--- src/rtl/chess_render_pkg.sv ---
`default_nettype none
// ============================================================================
// Module   : chess_render_pkg
// Purpose  : Piece codes, palette and 11x11 piece sprites for the board renderer.
// Revision : 1.0
// ============================================================================
package chess_render_pkg;

    typedef enum logic [2:0] {
        EMPTY  = 3'd0,
        KING   = 3'd1,
        QUEEN  = 3'd2,
        BISHOP = 3'd3,
        KNIGHT = 3'd4,
        ROOK   = 3'd5,
        PAWN   = 3'd6
    } piece_t;

    localparam logic [11:0] DARKTILE   = 12'h368;
    localparam logic [11:0] LIGHTTILE  = 12'hEA9;
    localparam logic [11:0] CURSOR     = 12'h0F3;
    localparam logic [11:0] SELECTED   = 12'hF56;
    localparam logic [11:0] LASTMOVE   = 12'hCC4;
    localparam logic [11:0] BLACKPIECE = 12'h113;
    localparam logic [11:0] WHITEPIECE = 12'hEEF;

    // Sprite bit sx*11+sy: each 11-bit group is one column sx, listed sx=10 down to sx=0.
    localparam logic [120:0] SPRITE_KING = {
        11'b11000000000, 11'b11110000000, 11'b11111110000, 11'b11111111000,
        11'b11111111010, 11'b11111111111, 11'b11111111010, 11'b11111111000,
        11'b11111110000, 11'b11110000000, 11'b11000000000};
    localparam logic [120:0] SPRITE_QUEEN = {
        11'b11000000011, 11'b11110000110, 11'b11111101100, 11'b11111111000,
        11'b11111111011, 11'b11111111110, 11'b11111111011, 11'b11111111000,
        11'b11111101100, 11'b11110000110, 11'b11000000011};
    localparam logic [120:0] SPRITE_BISHOP = {
        11'b11000000000, 11'b11100000000, 11'b11110011000, 11'b11111111100,
        11'b11111011110, 11'b11111101111, 11'b11111011110, 11'b11111111100,
        11'b11110011000, 11'b11100000000, 11'b11000000000};
    localparam logic [120:0] SPRITE_KNIGHT = {
        11'b11000000000, 11'b11110000000, 11'b11111000000, 11'b11111110100,
        11'b11111111110, 11'b11111111111, 11'b11111111111, 11'b11111111110,
        11'b11110111100, 11'b11100011000, 11'b11000000000};
    localparam logic [120:0] SPRITE_ROOK = {
        11'b11000000111, 11'b11111111100, 11'b11111111111, 11'b11111111100,
        11'b11111111111, 11'b11111111100, 11'b11111111111, 11'b11111111100,
        11'b11111111111, 11'b11111111100, 11'b11000000111};
    localparam logic [120:0] SPRITE_PAWN = {
        11'b11000000100, 11'b11100000000, 11'b11110011000, 11'b11111111100,
        11'b11111111110, 11'b11111111110, 11'b11111111110, 11'b11111111100,
        11'b11110011000, 11'b11100000000, 11'b11000000100};

endpackage
`default_nettype wire

--- src/rtl/chess_sprite_rom.sv ---
`default_nettype none
// ============================================================================
// Module   : chess_sprite_rom
// Purpose  : Combinational lookup of one sprite bit from (piece code, sx, sy).
// Revision : 1.0
// ============================================================================
module chess_sprite_rom
    import chess_render_pkg::*;
(
    input  logic [2:0] i_code,
    input  logic [3:0] i_sx,
    input  logic [3:0] i_sy,
    output logic       o_pixel
);

    logic [120:0] w_sprite;
    logic [6:0]   w_idx;

    // EMPTY and the unused code 3'b111 both fall to an all-clear sprite.
    always_comb begin
        w_sprite = '0;
        case (i_code)
            KING:    w_sprite = SPRITE_KING;
            QUEEN:   w_sprite = SPRITE_QUEEN;
            BISHOP:  w_sprite = SPRITE_BISHOP;
            KNIGHT:  w_sprite = SPRITE_KNIGHT;
            ROOK:    w_sprite = SPRITE_ROOK;
            PAWN:    w_sprite = SPRITE_PAWN;
            default: w_sprite = '0;
        endcase
    end

    assign w_idx   = 7'(i_sx) * 7'd11 + 7'(i_sy);
    assign o_pixel = (i_sx < 4'd11) && (i_sy < 4'd11) && w_sprite[w_idx];

endmodule
`default_nettype wire

--- src/rtl/chess_board_renderer.sv ---
`default_nettype none
// ============================================================================
// Module   : chess_board_renderer
// Purpose  : 3-stage pixel pipeline drawing an 8x8 board from a per-frame snapshot.
// Revision : 1.0
// ============================================================================
module chess_board_renderer
    import chess_render_pkg::*;
#(
    parameter int ORIGIN_X     = 100,
    parameter int ORIGIN_Y     = 40,
    parameter int SQUARE       = 50,
    parameter int SCALE        = 4,
    parameter int BLINK_FRAMES = 30
)(
    input  logic         clk,
    input  logic         reset,
    input  logic         pix_en,
    input  logic [9:0]   pixel_x,
    input  logic [9:0]   pixel_y,
    input  logic         de,
    input  logic         hsync_in,
    input  logic         vsync_in,
    input  logic         frame_start,
    input  logic [255:0] board,
    input  logic [13:0]  move_data,
    input  logic [5:0]   last_from,
    input  logic [5:0]   last_to,
    input  logic         last_valid,
    output logic [3:0]   red,
    output logic [3:0]   green,
    output logic [3:0]   blue,
    output logic         hsync_out,
    output logic         vsync_out
);

    localparam int c_margin = (SQUARE - 11 * SCALE) / 2;
    localparam int c_span   = 11 * SCALE;

    logic [255:0] r_board;
    logic [13:0]  r_move;
    logic [5:0]   r_last_from, r_last_to;
    logic         r_last_valid, r_loaded, r_blink_on;

    // r_loaded keeps the screen black between reset and the first snapshot.
    always_ff @(posedge clk or posedge reset) begin
        if (reset) begin
            r_board      <= '0;
            r_move       <= '0;
            r_last_from  <= '0;
            r_last_to    <= '0;
            r_last_valid <= 1'b0;
            r_loaded     <= 1'b0;
        end else if (frame_start) begin
            r_board      <= board;
            r_move       <= move_data;
            r_last_from  <= last_from;
            r_last_to    <= last_to;
            r_last_valid <= last_valid;
            r_loaded     <= 1'b1;
        end
    end

    generate
        if (BLINK_FRAMES > 0) begin : g_blink
            localparam int c_cw = (BLINK_FRAMES > 1) ? $clog2(BLINK_FRAMES) : 1;
            logic [c_cw-1:0] r_frame_cnt;
            always_ff @(posedge clk or posedge reset) begin
                if (reset) begin
                    r_frame_cnt <= '0;
                    r_blink_on  <= 1'b1;
                end else if (frame_start) begin
                    if (r_frame_cnt == c_cw'(BLINK_FRAMES - 1)) begin
                        r_frame_cnt <= '0;
                        r_blink_on  <= ~r_blink_on;
                    end else begin
                        r_frame_cnt <= r_frame_cnt + 1'b1;
                    end
                end
            end
        end else begin : g_no_blink
            always_ff @(posedge clk or posedge reset) begin
                if (reset) r_blink_on <= 1'b1;
                else       r_blink_on <= 1'b1;
            end
        end
    endgenerate

    // Stage 1: board geometry via compare chains
    logic [2:0] w_col, w_row, w_file, w_rank;
    logic [9:0] w_ox, w_oy;
    logic       w_inboard;

    always_comb begin
        w_col = 3'd0;
        w_row = 3'd0;
        for (int i = 1; i < 8; i++) begin
            if (int'(pixel_x) >= ORIGIN_X + i * SQUARE) w_col = 3'(i);
            if (int'(pixel_y) >= ORIGIN_Y + i * SQUARE) w_row = 3'(i);
        end
    end

    assign w_ox      = 10'(int'(pixel_x) - ORIGIN_X - int'(w_col) * SQUARE);
    assign w_oy      = 10'(int'(pixel_y) - ORIGIN_Y - int'(w_row) * SQUARE);
    assign w_inboard = de
                     && (int'(pixel_x) >= ORIGIN_X) && (int'(pixel_x) < ORIGIN_X + 8 * SQUARE)
                     && (int'(pixel_y) >= ORIGIN_Y) && (int'(pixel_y) < ORIGIN_Y + 8 * SQUARE);
    assign w_file    = r_move[13] ? 3'd7 - w_col : w_col;
    assign w_rank    = r_move[13] ? 3'd7 - w_row : w_row;

    logic       r1_in, r1_hs, r1_vs;
    logic [5:0] r1_sq;
    logic [9:0] r1_ox, r1_oy;

    always_ff @(posedge clk or posedge reset) begin
        if (reset) begin
            r1_in <= 1'b0;
            r1_sq <= '0;
            r1_ox <= '0;
            r1_oy <= '0;
            r1_hs <= 1'b1;
            r1_vs <= 1'b1;
        end else if (pix_en) begin
            r1_in <= w_inboard;
            r1_sq <= {w_file, w_rank};
            r1_ox <= w_ox;
            r1_oy <= w_oy;
            r1_hs <= hsync_in;
            r1_vs <= vsync_in;
        end
    end

    // Stage 2: sprite cell, piece fetch and tile parity
    int         w_dx, w_dy;
    logic [3:0] w_sx, w_sy, w_nibble;
    logic       w_in_sprite, w_sprite_bit;

    always_comb begin
        w_dx = int'(r1_ox) - c_margin;
        w_dy = int'(r1_oy) - c_margin;
        w_in_sprite = (w_dx >= 0) && (w_dx < c_span) && (w_dy >= 0) && (w_dy < c_span);
        w_sx = 4'd0;
        w_sy = 4'd0;
        for (int j = 1; j < 11; j++) begin
            if (w_dx >= j * SCALE) w_sx = 4'(j);
            if (w_dy >= j * SCALE) w_sy = 4'(j);
        end
    end

    assign w_nibble = r_board[{r1_sq, 2'b00} +: 4];

    chess_sprite_rom u_sprite_rom (
        .i_code  (w_nibble[2:0]),
        .i_sx    (w_sx),
        .i_sy    (w_sy),
        .o_pixel (w_sprite_bit)
    );

    logic       r2_in, r2_piece, r2_black, r2_dark, r2_hs, r2_vs;
    logic [5:0] r2_sq;

    always_ff @(posedge clk or posedge reset) begin
        if (reset) begin
            r2_in    <= 1'b0;
            r2_piece <= 1'b0;
            r2_black <= 1'b0;
            r2_dark  <= 1'b0;
            r2_sq    <= '0;
            r2_hs    <= 1'b1;
            r2_vs    <= 1'b1;
        end else if (pix_en) begin
            r2_in    <= r1_in;
            r2_piece <= w_in_sprite && w_sprite_bit;
            r2_black <= w_nibble[3];
            r2_dark  <= r1_sq[3] ^ r1_sq[0];
            r2_sq    <= r1_sq;
            r2_hs    <= r1_hs;
            r2_vs    <= r1_vs;
        end
    end

    // Stage 3: colour priority
    logic [11:0] w_rgb, r_rgb;

    always_comb begin
        w_rgb = 12'h000;
        if (!r2_in || !r_loaded)
            w_rgb = 12'h000;
        else if (r2_piece)
            w_rgb = r2_black ? BLACKPIECE : WHITEPIECE;
        else if ((r2_sq == r_move[5:0]) && r_blink_on)
            w_rgb = CURSOR;
        else if ((r2_sq == r_move[11:6]) && r_move[12])
            w_rgb = SELECTED;
        else if (r_last_valid && ((r2_sq == r_last_from) || (r2_sq == r_last_to)))
            w_rgb = LASTMOVE;
        else
            w_rgb = r2_dark ? DARKTILE : LIGHTTILE;
    end

    always_ff @(posedge clk or posedge reset) begin
        if (reset) begin
            r_rgb     <= 12'h000;
            hsync_out <= 1'b1;
            vsync_out <= 1'b1;
        end else if (pix_en) begin
            r_rgb     <= w_rgb;
            hsync_out <= r2_hs;
            vsync_out <= r2_vs;
        end
    end

    assign red   = r_rgb[11:8];
    assign green = r_rgb[7:4];
    assign blue  = r_rgb[3:0];

endmodule
`default_nettype wire

--- config.mk ---
export PLATFORM = sky130hd
export DESIGN_NAME = chess_board_renderer
export DESIGN_NICKNAME = d
export VERILOG_FILES = /design/src/rtl/chess_render_pkg.sv /design/src/rtl/chess_sprite_rom.sv /design/src/rtl/chess_board_renderer.sv
export SDC_FILE = /design/constraint.sdc
export NUM_CORES = 1
export LEC_CHECK = 0
export ABC_AREA = 0
export ABC_CLOCK_PERIOD_IN_PS = 10600
export BUFFER_PORTS_ARGS = -buffer_cell sky130_fd_sc_hd__buf_2
export CAP_MARGIN = 40
export CORE_UTILIZATION = 45
export CTS_CLUSTER_DIAMETER = 120
export DETAILED_ROUTE_END_ITERATION = 8
export PLACE_DENSITY = 0.66
export SYNTH_ARGS = -nofsm -noshare
export SYNTH_HDL_FRONTEND = slang
export SYNTH_SLANG_ARGS = --single-unit
--- constraint.sdc ---
create_clock -name clk -period 10.6 [get_ports clk]
set_input_delay 1.06 -clock clk [delete_from_list [all_inputs] [get_ports clk]]
set_output_delay 1.06 -clock clk [all_outputs]
set_load 0.005 [all_outputs]
### Word level (Yosys, flattened, before mapping)

Cells that the tools add are included.
W data, S select, Z words.

* register bits after elaboration: 345
* logic and storage cells: 161

* add/sub/neg operators: 10
* multipliers: 3
* magnitude comparators: 45
* equal/unequal tests: 11
* shift operators: 1
* multiplexer cells: 47
* bitwise logic cells: 2
* reduce and logical (&&, ||, !) cells: 18

Operators by type and width (count)
* $pmux W121 S6: 1
* $shiftx A256 B9 Y4: 1
* $ge A11 B6 Y1 const B: 8
* $mux W12: 7
* $mux W4: 18
* $ge A10 B9 Y1 const B: 7
* $ge A11 B7 Y1 const B: 6
* $ge A10 B8 Y1 const B: 6
* $ge A11 B5 Y1 const B: 4
* $mux W3: 14
* $eq A6 B6 Y1: 4
* $ge A11 B1 Y1 const B: 2
* $ge A11 B4 Y1 const B: 2
* $lt A11 B7 Y1 const B: 2
* $sub A10 B2 Y11 const B: 2
* $ge A10 B7 Y1 const B: 2
* $lt A10 B9 Y1 const B: 2
* $sub A10 B10 Y10: 2
* $mul A3 B5 Y8 const B: 2
* $logic_and A1 B1 Y1: 13
* $ge A10 B6 Y1 const B: 1
* $sub A10 B6 Y10 const B: 1
* $sub A10 B7 Y10 const B: 1
* $eq A3 B3 Y1 const B: 3
* other kinds (17): 26

### Longest topological paths before layout

* depth in word-level cells: 18
* depth in mapped cells: 24
* gate-level depth less buffers: 24

### Cells and area by module

A second synthesis with hierarchy kept.

* cells, all modules: 1546
* area, all modules: 18839.3 sq um

By module, submodules not included
* chess_board_renderer: instances 1, cells each 1361, area an instance 17524.3 sq um, sequential area each 8617.0 sq um
* chess_sprite_rom: instances 1, cells each 185, area an instance 1315.0 sq um, sequential area each 0.0 sq um

### Worst setup path after synthesis

Ideal clock, no wire load.

* path kind: register to register
* start: register r1_ox[4]
* end: register r2_piece
* library setup time: 0.104 ns
* data arrival time: 4.780 ns
* slack: 5.716 ns
* cell stages (with the launch flop): 21
* path buffers: 0
* period minus slack after synthesis: 4.884 ns
* cells stage by stage: dfrtp_1 or3_1 a2111oi_2 xnor2_1 nand3_1 nor2_1 nor2_1 a31oi_1 o22ai_1 ha_1 fa_1 inv_1 fa_1 nor3_1 a21oi_1 o2bb2ai_1 a211oi_1 a21bo_1 a31oi_1 a221oi_1 o41ai_2

* longest elaborated chain between the ends: 18
* elaborated cells on any way between the ends: 34
* classes of those cells: 2 x add/sub; 1 x mul; 13 x order compare; 12 x mux; 6 x reduce/logical

Ends and longest elaborated chain
* start: declaration: line chess_board_renderer.sv:113 `logic [9:0] r1_ox, r1_oy;`
* start signal: assignment: line chess_board_renderer.sv:126 `r1_ox <= w_ox;`
* $sub A10 B2 Y11 *: line chess_board_renderer.sv:139 `w_dx = int'(r1_ox) - c_margin;`
* $ge A11 B4 Y1: line chess_board_renderer.sv:145 `if (w_dx >= j * SCALE) w_sx = 4'(j);`
* $mux W1: line chess_board_renderer.sv:145
* $mux W4 (9 in series): line chess_board_renderer.sv:145
* $mul A4 B4 Y7: line chess_sprite_rom.sv:33 `assign w_idx = 7'(i_sx) * 7'd11 + 7'(i_sy);`
* $add A7 B4 Y7: line chess_sprite_rom.sv:33
* $bmux W1 S7: line chess_sprite_rom.sv:34 `assign o_pixel = (i_sx < 4'd11) && (i_sy < 4'd11) && w_sprite[w_idx];`
* $mux W1 (not written as such): line chess_sprite_rom.sv:34
* $logic_and A1 B1 Y1: line chess_sprite_rom.sv:34
* $logic_and A1 B1 Y1 *: line chess_board_renderer.sv:173 `r2_piece <= w_in_sprite && w_sprite_bit;`
* end signal: assignment: line chess_board_renderer.sv:173
* end: declaration: line chess_board_renderer.sv:159 `logic r2_in, r2_piece, r2_black, r2_dark, r2_hs, r2_vs;`

Mark *: on every way between the ends. The rest lies on a longest branch, timed or not. The select of a mux whose other input is x is not followed.
A chain may end at the register's enable or synchronous reset.

### Final worst setup path

Ends and elaborated chain as after synthesis.

==> flow_metrics.py <==
metrics = {
    "status": {
        "status": "finished clean",
    },
    "drt": {
        "ant_nets": 0,
        "wl_per_cell_um": 20.1,
        "drc": 0,
        "num_vias": 12700,
        "drt_iter0_drc": 728,
        "routed_wl_um": 46100,
        "dr.pass1.iters": 5,
        "viasPerCell": 5.54,
    },
    "clocking": {
        "cts-hold-fix-buffers": 0,
        "clock_path_buffers": 3,
        "ctsResizeCount": 0,
        "cts_sinks": 344,
        "clockRootBuffer": "clkbuf_16",
        "cts_tree": "done",
        "clk_pin_slew_ns": 0.05,
        "h-tree-depth": 2,
        "cts_buffers": 40,
        "postCtsSetupRepairBufs": 0,
        "clkLatencyLatePin_ns": 0.56,
    },
    "worst_setup_path": {
        "cp_slowest_cell": "fa_1",
        "worst_setup_path_start_kind": "flop",
        "crit_type": "reg -> reg",
        "crit_arrival_ns": 6.42,
        "worstSetupEndpointType": "flop",
        "worstPathRequired_ns": 11.05,
        "slowest_delay_ns": 0.92,
        "path_max_fanout": 15,
        "cp_cell_sequence": "or3_1, nor3_1, nand2b_1, nor4_1, nor2_1, a31oi_1, o22ai_1, ha_1, fa_1, inv_1, fa_1, nor3_1, a21oi_1, o2bb2ai_1, a211oi_1, a21bo_1, a31oi_1, a221oi_1, o41ai_2",
    },
    "grt": {
        "grt_start_max_net_pins": 124,
        "grt_use_total_pct": 22.7,
        "antenna_found_initial": 29,
        "grt_remaining_overflow": 0,
        "grt_pass1_vias": 13100,
        "grt_pass1_wl_um": 73100,
    },
    "pwr": {
        "powerDensity_nw_per_um2": 219,
        "seq_power_share_pct": 34.1,
        "p_sw_mw": 1.65,
        "netSwitchingFraction_pct": 34.4,
        "ir_drop_v": 0.000156,
        "power_frac_comb_pct": 36.6,
        "p_leak_nw": 9.72,
        "p_clk_share_pct": 29.3,
        "internal_power_mw": 3.15,
    },
    "timing": {
        "finalSetupTns_ns": 0,
        "finalCriticalPeriod_ns": 5.98,
        "slew_headroom_pct": 34.9,
        "worst_slew_pin_slew_ns": 0.976,
        "finalHoldViolations": 0,
        "final.period_utilization_pct": 56.4,
        "finalSetupViolCount": 0,
        "rsz0062_at_grt": "no",
        "fmax_mhz": 167,
        "slew_viol_final": 0,
        "clock_skew_ns": 0.0123,
    },
    "floorplan": {
        "dieArea_um2": 41600,
        "die_w_um": 204,
        "num_rows": 73,
        "start_util_pct": 45.9,
        "die_y_um": 204,
        "core_um2": 40000,
        "io_pins": 324,
    },
    "synth": {
        "synth-async-reset-ratio_pct": 100,
        "syn_nets": 1795,
        "ys_seq_elements": 344,
        "synth_cell_types": 78,
        "synth_ff_type": "dfrtp_1",
        "netlist_area_um2": 18300,
        "yosysSeqAreaShare_pct": 47.0,
        "avgSynthCellArea_um2": 12.9,
        "yosysWarnings": 0,
        "synthCells": 1423,
        "synth_edf_count": 0,
    },
    "job": {
        "max-cap-violations": 0,
    },
    "final_layout": {
        "final_common_cell": "dfrtp_1",
        "fillers": 3420,
        "fin_nets": 2092,
        "syn2layout_area_growth_pct": 19.4,
        "final_layout_size_suffix_gt1_share_pct": 47.3,
        "instances_no_fill": 2293,
        "final_cell_mix": "dfrtp_1 (334), mux2_2 (329), buf_2 (322)",
        "final_util_pct": 54.8,
    },
    "place": {
        "hpwl_um": 33100,
        "place_congestion": 0.850,
        "placed_cells": 2203,
        "portBuffers": 323,
    },
    "hold_path": {
        "holdCritPathClass": "reg -> reg",
    },
}
[metal layers]
metal | global-route usage (%) | share of wire [%] | vias up
li1 | - | - | 5836
met1 | 28.2 | 40 | 6368
met2 | 37.5 | 49 | 369
met3 | 6.30 | 7.1 | 97
met4 | 8.78 | 2.8 | 24
met5 | 0 | 0.33 | -
[synthesized netlist by cell type (10+ instances only)]
library cell  number  area [um^2]
mux2i_1           14          140
nand3_1           15         75.1
nor2_1            56          210
a211oi_1          10         75.1
mux2_2           329         3700
a21o_1            10         75.1
ha_1              57          713
o21ai_0           27          135
o21bai_1          10         75.1
xnor2_1           44          385
xor2_1            29          254
nor4_1            11         68.8
a21oi_1           42          210
buf_2             11         55.1
mux4_2            68         1530
dfrtp_1          337         8430
clkbuf_1          59          221
o22ai_1           18          113
nor3_1            13         65.1
nand2_1           45          169
inv_1             75          282
[stage by stage]
| stage | hold slack, ns | worst slack (ns) | area (um^2) | power [mW] |
|---|---|---|---|---|
| after floorplan | 0.436 | 0.0149 | 18300 | 2.98 |
| after global placement | 0.450 | 4.97 | 20300 | 3.38 |
| after detailed placement | 0.448 | 4.76 | 20500 | 3.41 |
| after CTS | 0.464 | 4.71 | 21900 | 4.85 |
| after global routing | 0.488 | 4.25 | 21900 | 5.09 |
| final | 0.463 | 4.62 | 21900 | 4.80 |
[worst max-delay path: cells and delay by family, from the launching register on]
family,cells,cell delay [ns]
DFF,1,0.40
adders and majority gates,3,1.77
AOI/OAI and AO/OA,9,1.84
buffers and inverters,1,0.07
and+or+nand+nor,6,1.79
[power groups by stage]
stage / clock network (mW) / registers, mW / logic [mW]
2_1_floorplan: 0 / 1.59 / 1.39
3_3_place_gp: 0 / 1.65 / 1.73
3_5_place_dp: 0 / 1.66 / 1.75
4_1_cts: 1.44 / 1.64 / 1.76
5_1_grt: 1.49 / 1.67 / 1.93
6_report: 1.41 / 1.64 / 1.76
[kinds of logic (layout without fill, tap and decap cells)]
group / count (synthesis) / count (layout) / synth area share (%)
AO/OA/AOI/OAI: 182 / 182 / 6.92
XOR/XNOR: 73 / 73 / 3.48
adder cells (fa/ha/maj): 63 / 63 / 4.49
buffers and inverters: 161 / 487 / 3.74
flip-flops: 344 / 344 / 47.0
multiplexers: 411 / 411 / 29.3
other: 0 / 19 / 0
AND/OR/NAND/NOR: 189 / 189 / 5.10
[area by class of cell]
class | instances | area, um^2 | area share, %
multi-input combinational | 918 | 9040 | 41.3
sequential | 344 | 8630 | 39.4
timing repair buffer | 341 | 1880 | 8.59
clock buffer | 63 | 1280 | 5.84
tap | 525 | 657 | 3.00
inverter | 75 | 289 | 1.32
clock inverter | 8 | 81.3 | 0.371
antenna | 19 | 47.5 | 0.217
[final timing paths]
kind                                            from  depth (start not counted)                       end  slack, ns
worst max register to register  r1_ox[4]$_DFFE_PP0P_                         19      r2_piece$_DFFE_PP0P_       4.62
worst min register to register  r_loaded$_DFFE_PP0P_                          1      r_loaded$_DFFE_PP0P_       0.46
worst max-delay path            r1_ox[4]$_DFFE_PP0P_                         19      r2_piece$_DFFE_PP0P_       4.62
worst min-delay path            r_loaded$_DFFE_PP0P_                          1      r_loaded$_DFFE_PP0P_       0.46
min in group asynchronous                      reset                          2   r_board[50]$_DFFE_PP0P_       0.63
max in group asynchronous                      reset                          4  r_board[168]$_DFFE_PP0P_       8.65
[registers in the layout, indices dropped and copies added (netlist names), 5 cells and up]
| register | cells |
|---|---|
| r_rgb | 11 |
| r2_sq | 6 |
| r1_sq | 6 |
| r_board | 256 |
| r1_oy | 10 |
| r1_ox | 10 |
| r_last_to | 6 |
| r_move | 14 |
| r_last_from | 6 |
| g_blink.r_frame_cnt | 5 |
No activity file was read; power rests on OpenSTA's default activity.
